## config.mk

```make
export PLATFORM = sky130hd
export DESIGN_NAME = fetch_stage
export DESIGN_NICKNAME = d
export VERILOG_FILES = /design/src/rtl/fetch_stage_pkg.sv /design/src/rtl/fetch_stage_pc_unit.sv /design/src/rtl/fetch_stage.sv
export SDC_FILE = /design/constraint.sdc
export NUM_CORES = 1
export LEC_CHECK = 0
export BUFFER_PORTS_ARGS = -buffer_cell sky130_fd_sc_hd__buf_2
export CORE_MARGIN = 10
export CORE_UTILIZATION = 44
export DETAILED_ROUTE_END_ITERATION = 16
export PLACE_DENSITY = 0.87
export SETUP_SLACK_MARGIN = 0.3
export SLEW_MARGIN = 40
export SYNTH_ARGS = -nofsm -noshare
export SYNTH_HDL_FRONTEND = slang
export SYNTH_SLANG_ARGS = --single-unit
```

## constraint.sdc

```tcl
create_clock -name clk -period 1.35 [get_ports clk]
set_input_delay 0.27 -clock clk [delete_from_list [all_inputs] [get_ports clk]]
set_output_delay 0.27 -clock clk [all_outputs]
set_load 0.01 [all_outputs]
```

## src/rtl/fetch_stage_pkg.sv

```systemverilog
// Shared definitions for the fetch stage: instruction encodings, widths and FSM states.
// The `NOP and `HALT encodings live here so every file that imports the package sees them.
`ifndef FETCH_STAGE_MACROS
`define FETCH_STAGE_MACROS
`define NOP  16'h0000
`define HALT 16'hFFFF
`endif

package fetch_stage_pkg;
    localparam int IR_BITS        = 16;
    localparam int DEFAULT_A_BITS = 10;

    typedef enum logic {
        RUN    = 1'b0,
        HALTED = 1'b1
    } fetch_state_t;
endpackage

```

## src/rtl/fetch_stage_pc_unit.sv

```systemverilog
// Program counter register for the fetch stage.
// Supports load (branch), hold (stall/halt), increment and asynchronous reset.
module pc_unit
    import fetch_stage_pkg::*;
#(
    parameter int                  A_BITS   = DEFAULT_A_BITS,
    parameter logic [A_BITS-1:0]   RESET_PC = '0
) (
    input  logic              clk,
    input  logic              rst_n,
    input  logic              load,
    input  logic              hold,
    input  logic [A_BITS-1:0] load_addr,
    output logic [A_BITS-1:0] pc
);

    // A load takes priority over hold; the increment wraps silently.
    always_ff @(posedge clk or negedge rst_n) begin
        if (!rst_n) begin
            pc <= RESET_PC;
        end else if (load) begin
            pc <= load_addr;
        end else if (!hold) begin
            pc <= pc + A_BITS'(1);
        end
    end

endmodule

```

## src/rtl/fetch_stage.sv

```systemverilog
// First pipeline stage: owns the PC, registers the fetched word into IR and handles HALT.
// Optional FETCH_PERF_CNT_EN adds saturating stall and flush counters.
module fetch_stage
    import fetch_stage_pkg::*;
#(
    parameter int                  A_BITS   = DEFAULT_A_BITS,
    parameter logic [A_BITS-1:0]   RESET_PC = '0
) (
    input  logic               clk,
    input  logic               rst_n,
    input  logic               stall,
    input  logic               br_taken,
    input  logic [A_BITS-1:0]  br_target,
    output logic [A_BITS-1:0]  imem_addr,
    input  logic [IR_BITS-1:0] imem_data,
    output logic [IR_BITS-1:0] IR,
    output logic [A_BITS-1:0]  pc_out,
`ifdef FETCH_PERF_CNT_EN
    output logic [15:0]        stall_cnt,
    output logic [15:0]        flush_cnt,
`endif
    output logic               halted
);

    fetch_state_t      state;
    fetch_state_t      state_next;
    logic              running;
    logic              do_flush;
    logic              do_stall;
    logic              do_fetch;
    logic              pc_load;
    logic              pc_hold;
    logic [A_BITS-1:0] pc;

    assign running   = (state == RUN);
    assign do_flush  = running && br_taken;
    assign do_stall  = running && !br_taken && stall;
    assign do_fetch  = running && !br_taken && !stall;
    assign pc_load   = do_flush;
    assign pc_hold   = !running || stall;
    assign imem_addr = pc;
    assign halted    = !running;

    pc_unit #(
        .A_BITS   (A_BITS),
        .RESET_PC (RESET_PC)
    ) u_pc_unit (
        .clk       (clk),
        .rst_n     (rst_n),
        .load      (pc_load),
        .hold      (pc_hold),
        .load_addr (br_target),
        .pc        (pc)
    );

    always_ff @(posedge clk or negedge rst_n) begin
        if (!rst_n) begin
            state <= RUN;
        end else begin
            state <= state_next;
        end
    end

    // HALTED is entered on the same edge that captures the HALT word.
    always_comb begin
        state_next = state;
        if (do_fetch && (imem_data == `HALT)) begin
            state_next = HALTED;
        end
    end

    always_ff @(posedge clk or negedge rst_n) begin
        if (!rst_n) begin
            IR     <= `NOP;
            pc_out <= '0;
        end else if (!running) begin
            IR <= `NOP;
        end else if (do_flush) begin
            IR     <= `NOP;
            pc_out <= '0;
        end else if (do_fetch) begin
            IR     <= imem_data;
            pc_out <= pc;
        end
    end

`ifdef FETCH_PERF_CNT_EN
    always_ff @(posedge clk or negedge rst_n) begin
        if (!rst_n) begin
            stall_cnt <= '0;
            flush_cnt <= '0;
        end else begin
            if (do_stall && (stall_cnt != 16'hFFFF)) begin
                stall_cnt <= stall_cnt + 16'd1;
            end
            if (do_flush && (flush_cnt != 16'hFFFF)) begin
                flush_cnt <= flush_cnt + 16'd1;
            end
        end
    end
`endif

endmodule

```

# Word-level counts from Yosys, hierarchy flattened
# Index checks and enable logic that the tools add are counted.
# totals
regBits,37
inputBits,30
out_inout_bits,37
wordCells,25
# classes
addsub,1
eq_ne,2
n_mux,7
bitwise_logic,1
reduce_logical,10
# ops
cell,n
$mux 16,3
$mux 10,4
$eq 16x16->1 const B,1
$add 10x1->10 const B,1
$logic_and 1x1->1,4
$reduce_bool 3->1,1
$logic_not 1->1,2
$ne 2x2->1 const B,1
$reduce_and 2->1,1
$reduce_bool 2->1,1
$logic_or 1x1->1,1
$not 1->1,1

# Logic depth before layout (Yosys ltp)
# Gate-level depths: netlist of run 1.
# depth
word_depth,6
ltp_mapped,6
depth_no_buf,5

# Modules after synthesis
# A second synthesis of run 1 with hierarchy kept.
# hier_totals
cells_unflattened,167
hier_area_um2,1722.9
# by_module_without_submodules
module,instances,cells_each,area_each_um2,seq_area_each_um2
fetch_stage,1,107,1163.6,675.6
pc_unit,1,60,559.3,250.2

# Worst setup path before layout of run 1
# No wires, ideal clock.
# synth_path
kind,reg-to-reg
startpoint,register state (netlist: halted)
endpoint,register u_pc_unit.pc[9]
setup_ns,0.069
t_arrival_ns,1.344
required_ns,1.281
setup_slack_ns,-0.063
stages_incl_launch_ff,5
n_path_buf,1
synth_period_minus_slack_ns,1.413
path_cell_list,dfrtp_1 > clkbuf_2 > or2_0 > or4_1 > nand3_1
# synth_via
elab_chain_len,3
elab_cells_between_ends,5
cone_classes,1 x eq/ne; 1 x mux; 1 x bitwise; 2 x reduce/logical
# synth_lines
element,line_no,text
from (decl),fetch_stage.sv:25,fetch_state_t state;
from (signal assigned),fetch_stage.sv:60,state <= state_next;
$not 1->1 (no line),--,
$logic_and 1x1->1,fetch_stage.sv:36,assign do_flush = running && br_taken;
$ne 2x2->1 (no line) or $mux 10 (tied branches),--,
to (signal assigned),fetch_stage_pc_unit.sv:22,pc <= load_addr;
to (signal assigned),fetch_stage_pc_unit.sv:24,pc <= pc + A_BITS'(1);
to (decl),fetch_stage_pc_unit.sv:14,output logic [A_BITS-1:0] pc
# Parallel ways exist; a longest one is shown, timed or not.
# A chain may end at the register's enable or synchronous reset.

# Final worst setup path of run 1
# layout_path
startpoint,register state (netlist: halted)
endpoint,register u_pc_unit.pc[6]
# The elaborated chain is that of the path after synthesis.

==> results of run 1 <==
[worst min-delay path by stage]
| stage | end |
|---|---|
| finish | u_pc_unit.pc[7]$_DFFE_PN0P_ |
| detailed placement | IR[1]$_DFFE_PN0P_ |
| floorplan | IR[0]$_DFFE_PN0P_ |
| CTS | u_pc_unit.pc[5]$_DFFE_PN0P_ |
| global route | u_pc_unit.pc[5]$_DFFE_PN0P_ |
| global placement | IR[1]$_DFFE_PN0P_ |
[registers in the layout (all words and copies together) (netlist names)]
| name | flops |
|---|---|
| IR | 16 |
| halted | 1 |
| pc_out | 10 |
| u_pc_unit.pc | 10 |
[what timing repair did]
item                                    4_1_cts  5_1_grt
cloned                                        1        1
hold buffers                                  1        0
endpoints found under the setup margin       73       73
endpoints found under the hold margin        15        0
pin swaps                                    16        6
setup buffers                                27       14
gates resized for setup                      36       60
[metrics by stage]
stage          setup WS, ns  cell area (um^2)
2_1_floorplan       -0.0575              1900
3_3_place_gp        0.00750              2320
3_5_place_dp        -0.0111              2320
4_1_cts              0.0359              2800
5_1_grt              -0.105              3190
6_report            -0.0989              3200
[power by group]
part / internal, mW / switching [mW]
Sequential: 1.11 / 0.00160
Clock: 0.417 / 0.396
Combinational: 0.118 / 0.163
Total: 1.64 / 0.560
[layer usage]
layer / up-vias / track usage / wire (um)
met2: 173 / 0.333 / 4350
met5: - / 0 / 0
met3: 43 / 0.0618 / 810
met1: 1072 / 0.200 / 3140
li1: 894 / - / -
met4: 0 / 0.102 / 380
[cells by family after synthesis]
| kind of cell | count (synthesis) | share of synthesized area |
|---|---|---|
| fa+ha+maj | 1 | 0.00689 |
| compound gates | 43 | 0.152 |
| mux | 19 | 0.105 |
| simple gates | 65 | 0.182 |
| buf+inv | 14 | 0.0441 |
| flops | 37 | 0.510 |
[worst max-delay path: stages (launching register included)]
cell and delay, ns:
dfrtp_2 0.45, buf_12 0.17, nor4b_2 0.36, and3_2 0.27, nor3_1 0.07
[cell usage after synthesis (2+ instances only)]
master and number:
a21oi_1 3, a22oi_1 18, buf_2 6, buf_6 2, clkbuf_1 3, dfrtp_1 37, mux2i_1 19, nand2_1 15
nand3_1 3, nand3b_1 2, nand4_1 4, nor2_1 23, nor2b_1 4, nor3_1 3, o21ai_0 15, o22ai_1 2
[layout make-up]
class	count	area, um^2	area share
multi-input cells	129	1080	0.338
repair buffers	126	1020	0.320
flip-flops and latches	37	935	0.292
clock buffers	8	90.1	0.0282
well taps	50	62.6	0.0196
inverters	1	3.75	0.00117
diodes	1	2.50	0.000783
==> metrics, run 1 <==
antenna violations before repair=0; Synth async-reset ratio=1.00; port buffer count=66; number of DRC markers in iteration 0=273; most common cell after layout, fill and taps aside=buf_2; top post-synthesis cells by area=dfrtp_1, mux2i_1, a22oi_1; Worst-path clk slew=roughly 0.08 ns; Placed Cells=299; Yosys reg bits=37; Hold Path Depth=3; Final Max Tran Viols=0; CP startpoint=halted$_DFFE_PN0P_; TritonCTS clock tree=built; DRC viols=2; first-pass GRT wire length=10900 um; root buf cell=clkbuf_8; worst hold slack=0.193 ns; Core ar.=0.00400 mm^2; Chip Width=84.2 um; H-tree depth=2; relative slew slack=0.714; Peak Freq=690 MHz; worst slew pin tran=approximately 0.43 ns; drt first pass iters=11; worst skew pair latency=approximately 0.30 ns; # IOs=67; Startpoint Class=flip-flop; P per Cell Area=690 mW/mm^2; vias=2182; Netlist Area Pre-Place=0.00182 mm^2; max-cap check violation count=0; FF-to-FF Start=halted$_DFFE_PN0P_; Worst Min Path Start=br_target[7]; Pwr Total=2.20 mW; Die Footprint=0.00710 mm^2; Final Skew=roughly 0.011 ns; post-route setup slack=-0.0989 ns; Final Hold Fails=0; routability congestion estimate=0.873; die height=between 80 and 90 um; share of layout cells above drive strength 1=0.608; Data arrival, critical path=1.62 ns; CP max FO=21; Worst Setup EP=u_pc_unit.pc[6]$_DFFE_PN0P_; DP Wirelength=roughly 4000 um; most frequent cells in the layout=buf_2, buf_4, buf_6; Mapped Avg Cell Area=10.1 um^2; Routed Antenna Nets=0; Via density=6.20; setup_tns=-0.252 ns; vias in the first global route=2007; Final Non-Filler Cells=between 300 and 400; Fillers=218; final WL=8690 um; crit path time final=1.45 ns; TritonCTS Buffers=5; element type at the critical path end=flip-flop; post-DR wirelength/cell=24.7 um; Synth Net Count=210; violated checks=design-rule violations, negative setup slack; worst r2r dst=u_pc_unit.pc[6]$_DFFE_PN0P_; GRT Overall Usage=0.191; nets=331; Reg2Reg Depth=4; warning count from the yosys run=0; unrepaired setup endpoints after global routing=true; # setup viols final=6; largest net degree at the start of global routing=23; CTS sink cnt=37; WS Path Type=reg -> reg; status=complete, but fails checks; Synth top area share=0.510; largest area contributor in the netlist=dfrtp_1; post-synthesis cell type count=36; Initial Util=0.454; Seq/Total Area, Yosys=0.510; row count=23; number of synthesized flops with an enable pin=0; Worst Hold Class=in -> reg; Overflow after GRT=0; leakage power=1.51 nW; register-to-register setup slack=-0.1 ns; worst vdd ir=750 uV; dominant synthesized flop cell=dfrtp_1; Cells after Synth=179; CTS Buffer Depth=2; Layout area overhead=76.0%; Crit path required time=1.52 ns; utilization after layout=0.799; Final period util=1.07
Power figures use the tool's default switching activity.
==> run 2, diff against run 1 <==
Settings changed: CORE_UTILIZATION 44 to 43, REMOVE_ABC_BUFFERS from default to 1, SYNTH_HIERARCHICAL from default to 1.
==> run 2 against run 1 <==
  * The run ends with negative setup slack left
  * Die area is 2.2% lower
  * Cell count is 2.8% lower
  * Clock power is 21% higher
  * Power is 38% higher
  * Combinational power grew to 2.8 times the previous value
  * Worst hold slack better by 0.010 ns
  * Sequential power is 14% higher
  * Utilization is 0.56 points lower
  * Critical path depth is 3 higher
  * Register-to-register slack worse by 0.22 ns
  * Non-clock buffer count is 2 higher
  * Critical endpoint is now u_pc_unit/pc[9]$_DFFE_PN0P_
  * Largest power group unchanged
==> metrics, run 2 <==
Via density=5.81 (-6.2%); GRT Overall Usage=0.163 (-0.0285); # IOs=67 (unchanged); post-DR wirelength/cell=20.7 um (-16%); Synth async-reset ratio=1.00 (unchanged); worst skew pair latency=0.28 ns (-0.02 ns); Netlist Area Pre-Place=0.00172 mm^2 (-5.1%); Pwr Total=3.03 mW (+38%); Seq/Total Area, Yosys=0.537 (+0.0274); dominant synthesized flop cell=dfrtp_1; port buffer count=66 (unchanged); vias in the first global route=1907 (-5.0%); Routed Antenna Nets=0 (unchanged); Initial Util=0.457 (+0.00300); violated checks=negative setup slack; root buf cell=clkbuf_8; vias=1988 (-8.9%); Cells after Synth=167 (-6.7%); top post-synthesis cells by area=dfrtp_1, mux2i_1, a22oi_1; worst slew pin tran=0.433 ns (+0.00341 ns); Worst Hold Class=in -> reg; Final Max Tran Viols=0 (unchanged); Startpoint Class=flip-flop; Yosys reg bits=37 (unchanged); nets=324 (-2.1%); Data arrival, critical path=1.89 ns (+0.27 ns); Chip Width=83.3 um (-1.1%); Post-synth top cells=dfrtp_1, nor2_1, nand2_1, mux2i_1, o21ai_0; drt first pass iters=5 (-6); P per Cell Area=1010 mW/mm^2 (+47%); Layout area overhead=73.6%; TritonCTS clock tree=built; GR peak layer=met2; number of DRC markers in iteration 0=120 (-56%); DP Wirelength=3970 um (-0.72%); FF-to-FF Start=halted$_DFFE_PN0P_; H-tree depth=2 (unchanged); Die Footprint=0.00694 mm^2 (-2.2%); first-pass GRT wire length=9480 um (-13%); element type at the critical path end=flip-flop; met1 GRT Util=0.174 (-0.0268); CTS Buffer Depth=2 (unchanged); Worst-path clk slew=0.07 ns (about the same); die height=83.3 um (-1.1%); largest net degree at the start of global routing=27 (+17%); Final Non-Filler Cells=342 (-2.8%); final WL=7070 um (-19%); CTS sink cnt=37 (unchanged); Final Hold Fails=0 (unchanged); GRT met3 Usage=0.0420 (-0.0198); Placed Cells=291 (-2.7%); met2 Use GR=0.298 (-0.0345); post-synthesis cell type count=27 (-25%); Overflow after GRT=0 (unchanged); warning count from the yosys run=6 (+6); Antenna diodes=0 (-1); DRC viols=0 (-2); routability congestion estimate=0.812 (-6.9%); count leader, synth=dfrtp_1; largest reg by FF count=IR; TritonCTS Buffers=5 (unchanged); pre-CTS setup slack=-0.243 ns (-0.232 ns); number of synthesized flops with an enable pin=0 (unchanged); Crit path required time=1.57 ns (+0.05 ns); CP max FO=6 (-71%); WS Path Type=reg -> reg; largest area contributor in the netlist=dfrtp_1; antenna violations before repair=0 (unchanged); most frequent cells in the layout=buf_2, buf_4, dfrtp_1; # setup viols final=28 (+22); worst hold slack=0.203 ns (+0.0102 ns); most common cell after layout, fill and taps aside=buf_2; Peak Freq=600 MHz (-13%); Largest regs=IR: 16 flops, pc_out: 10 flops, u_pc_unit/pc: 10 flops; crit path time final=1.67 ns (+0.218 ns); row count=22 (-4.3%); leakage power=1.52 nW (+0.91%); relative slew slack=0.712 (-0.00227); Core ar.=0.00377 mm^2 (-5.7%); share of layout cells above drive strength 1=0.568 (-0.0399); worst vdd ir=688 uV (-8.4%); Final period util=1.23 (+0.162); CP startpoint=halted$_DFFE_PN0P_; Worst Min Path Start=br_target[0]; status=complete, but fails checks; Synth top area share=0.537 (+0.0274); max-cap check violation count=0 (unchanged); Final Skew=0.00937 ns (-0.00188 ns); max FFs per register=16 (unchanged); unrepaired setup endpoints after global routing=true; post-route setup slack=-0.317 ns (-0.218 ns); Mapped Avg Cell Area=10.3 um^2 (+1.7%)
-- run 2: final cells by class --
| cell class | instances | area, um^2 |
|---|---|---|
| inverter | 2 | 7.51 |
| multi-input combinational | 119 | 881 |
| fill | 212 | 779 |
| clock inverter | 1 | 30.0 |
| sequential | 37 | 927 |
| tap | 48 | 60.1 |
| timing repair buffer | 128 | 1000 |
| clock buffer | 7 | 86.3 |
-- run 2: what timing repair did --
item | 4_1_cts | 5_1_grt
resized for setup | 58 | 32
hold buffers | 1 | 0
setup endpoints to repair | 72 | 74
setup buffers | 24 | 16
hold endpoints to repair | 17 | 0
pin swaps | 40 | 16
cloned | 2 | 0
-- run 2: final timing paths --
check / to / slack [ns] / depth (start not counted)
max: u_pc_unit/pc[9]$_DFFE_PN0P_ / -0.32 / 7
min: u_pc_unit/pc[0]$_DFFE_PN0P_ / 0.20 / 3
max reg2reg: u_pc_unit/pc[9]$_DFFE_PN0P_ / -0.32 / 7
min reg2reg: IR[8]$_DFFE_PN0P_ / 0.55 / 2
max in group asynchronous: u_pc_unit/pc[7]$_DFFE_PN0P_ / 0.42 / 3
min in group asynchronous: IR[7]$_DFFE_PN0P_ / 0.45 / 2
-- run 2: per-stage QoR --
step | utilization | instance area [um^2] | TNS (ns)
detailed placement | 0.591 | 2230 | -1.04
global route | 0.793 | 2990 | -3.56
CTS | 0.726 | 2740 | -0.408
finish | 0.793 | 2990 | -2.61
global placement | 0.591 | 2230 | -0.638
floorplan | - | 1680 | -5.03
-- run 2: critical path: stages (launching register included) --
cell,delay (ns)
dfrtp_1,0.43
buf_6,0.13
buf_6,0.11
buf_12,0.10
nor2b_4,0.05
nor2_1,0.18
or4b_1,0.51
nand3_1,0.09
-- run 2: logic make-up (layout without fill, tap and decap cells) --
kind of cell / after synthesis / in the layout / share of synthesized area
mux: 17 / 17 / 0.0988
xor+xnor: 4 / 4 / 0.0203
flops: 37 / 37 / 0.537
compound gates: 34 / 34 / 0.125
fa+ha+maj: 1 / 1 / 0.00726
simple gates: 62 / 63 / 0.179
buf+inv: 12 / 138 / 0.0320
-- run 2: power breakdown --
group / total (mW) / switching [mW] / internal, mW
clock network: 0.980 / 0.377 / 0.602
registers: 1.26 / 0.0753 / 1.19
logic: 0.789 / 0.378 / 0.411
-- run 2: routing by layer --
| metal | up-vias | share of wire | routed length (um) |
|---|---|---|---|
| met2 | 137 | 0.54 | 3800 |
| li1 | 851 | - | - |
| met3 | 32 | 0.071 | 502 |
| met1 | 968 | 0.34 | 2420 |
| met5 | - | 0 | 0 |
| met4 | 0 | 0.049 | 345 |
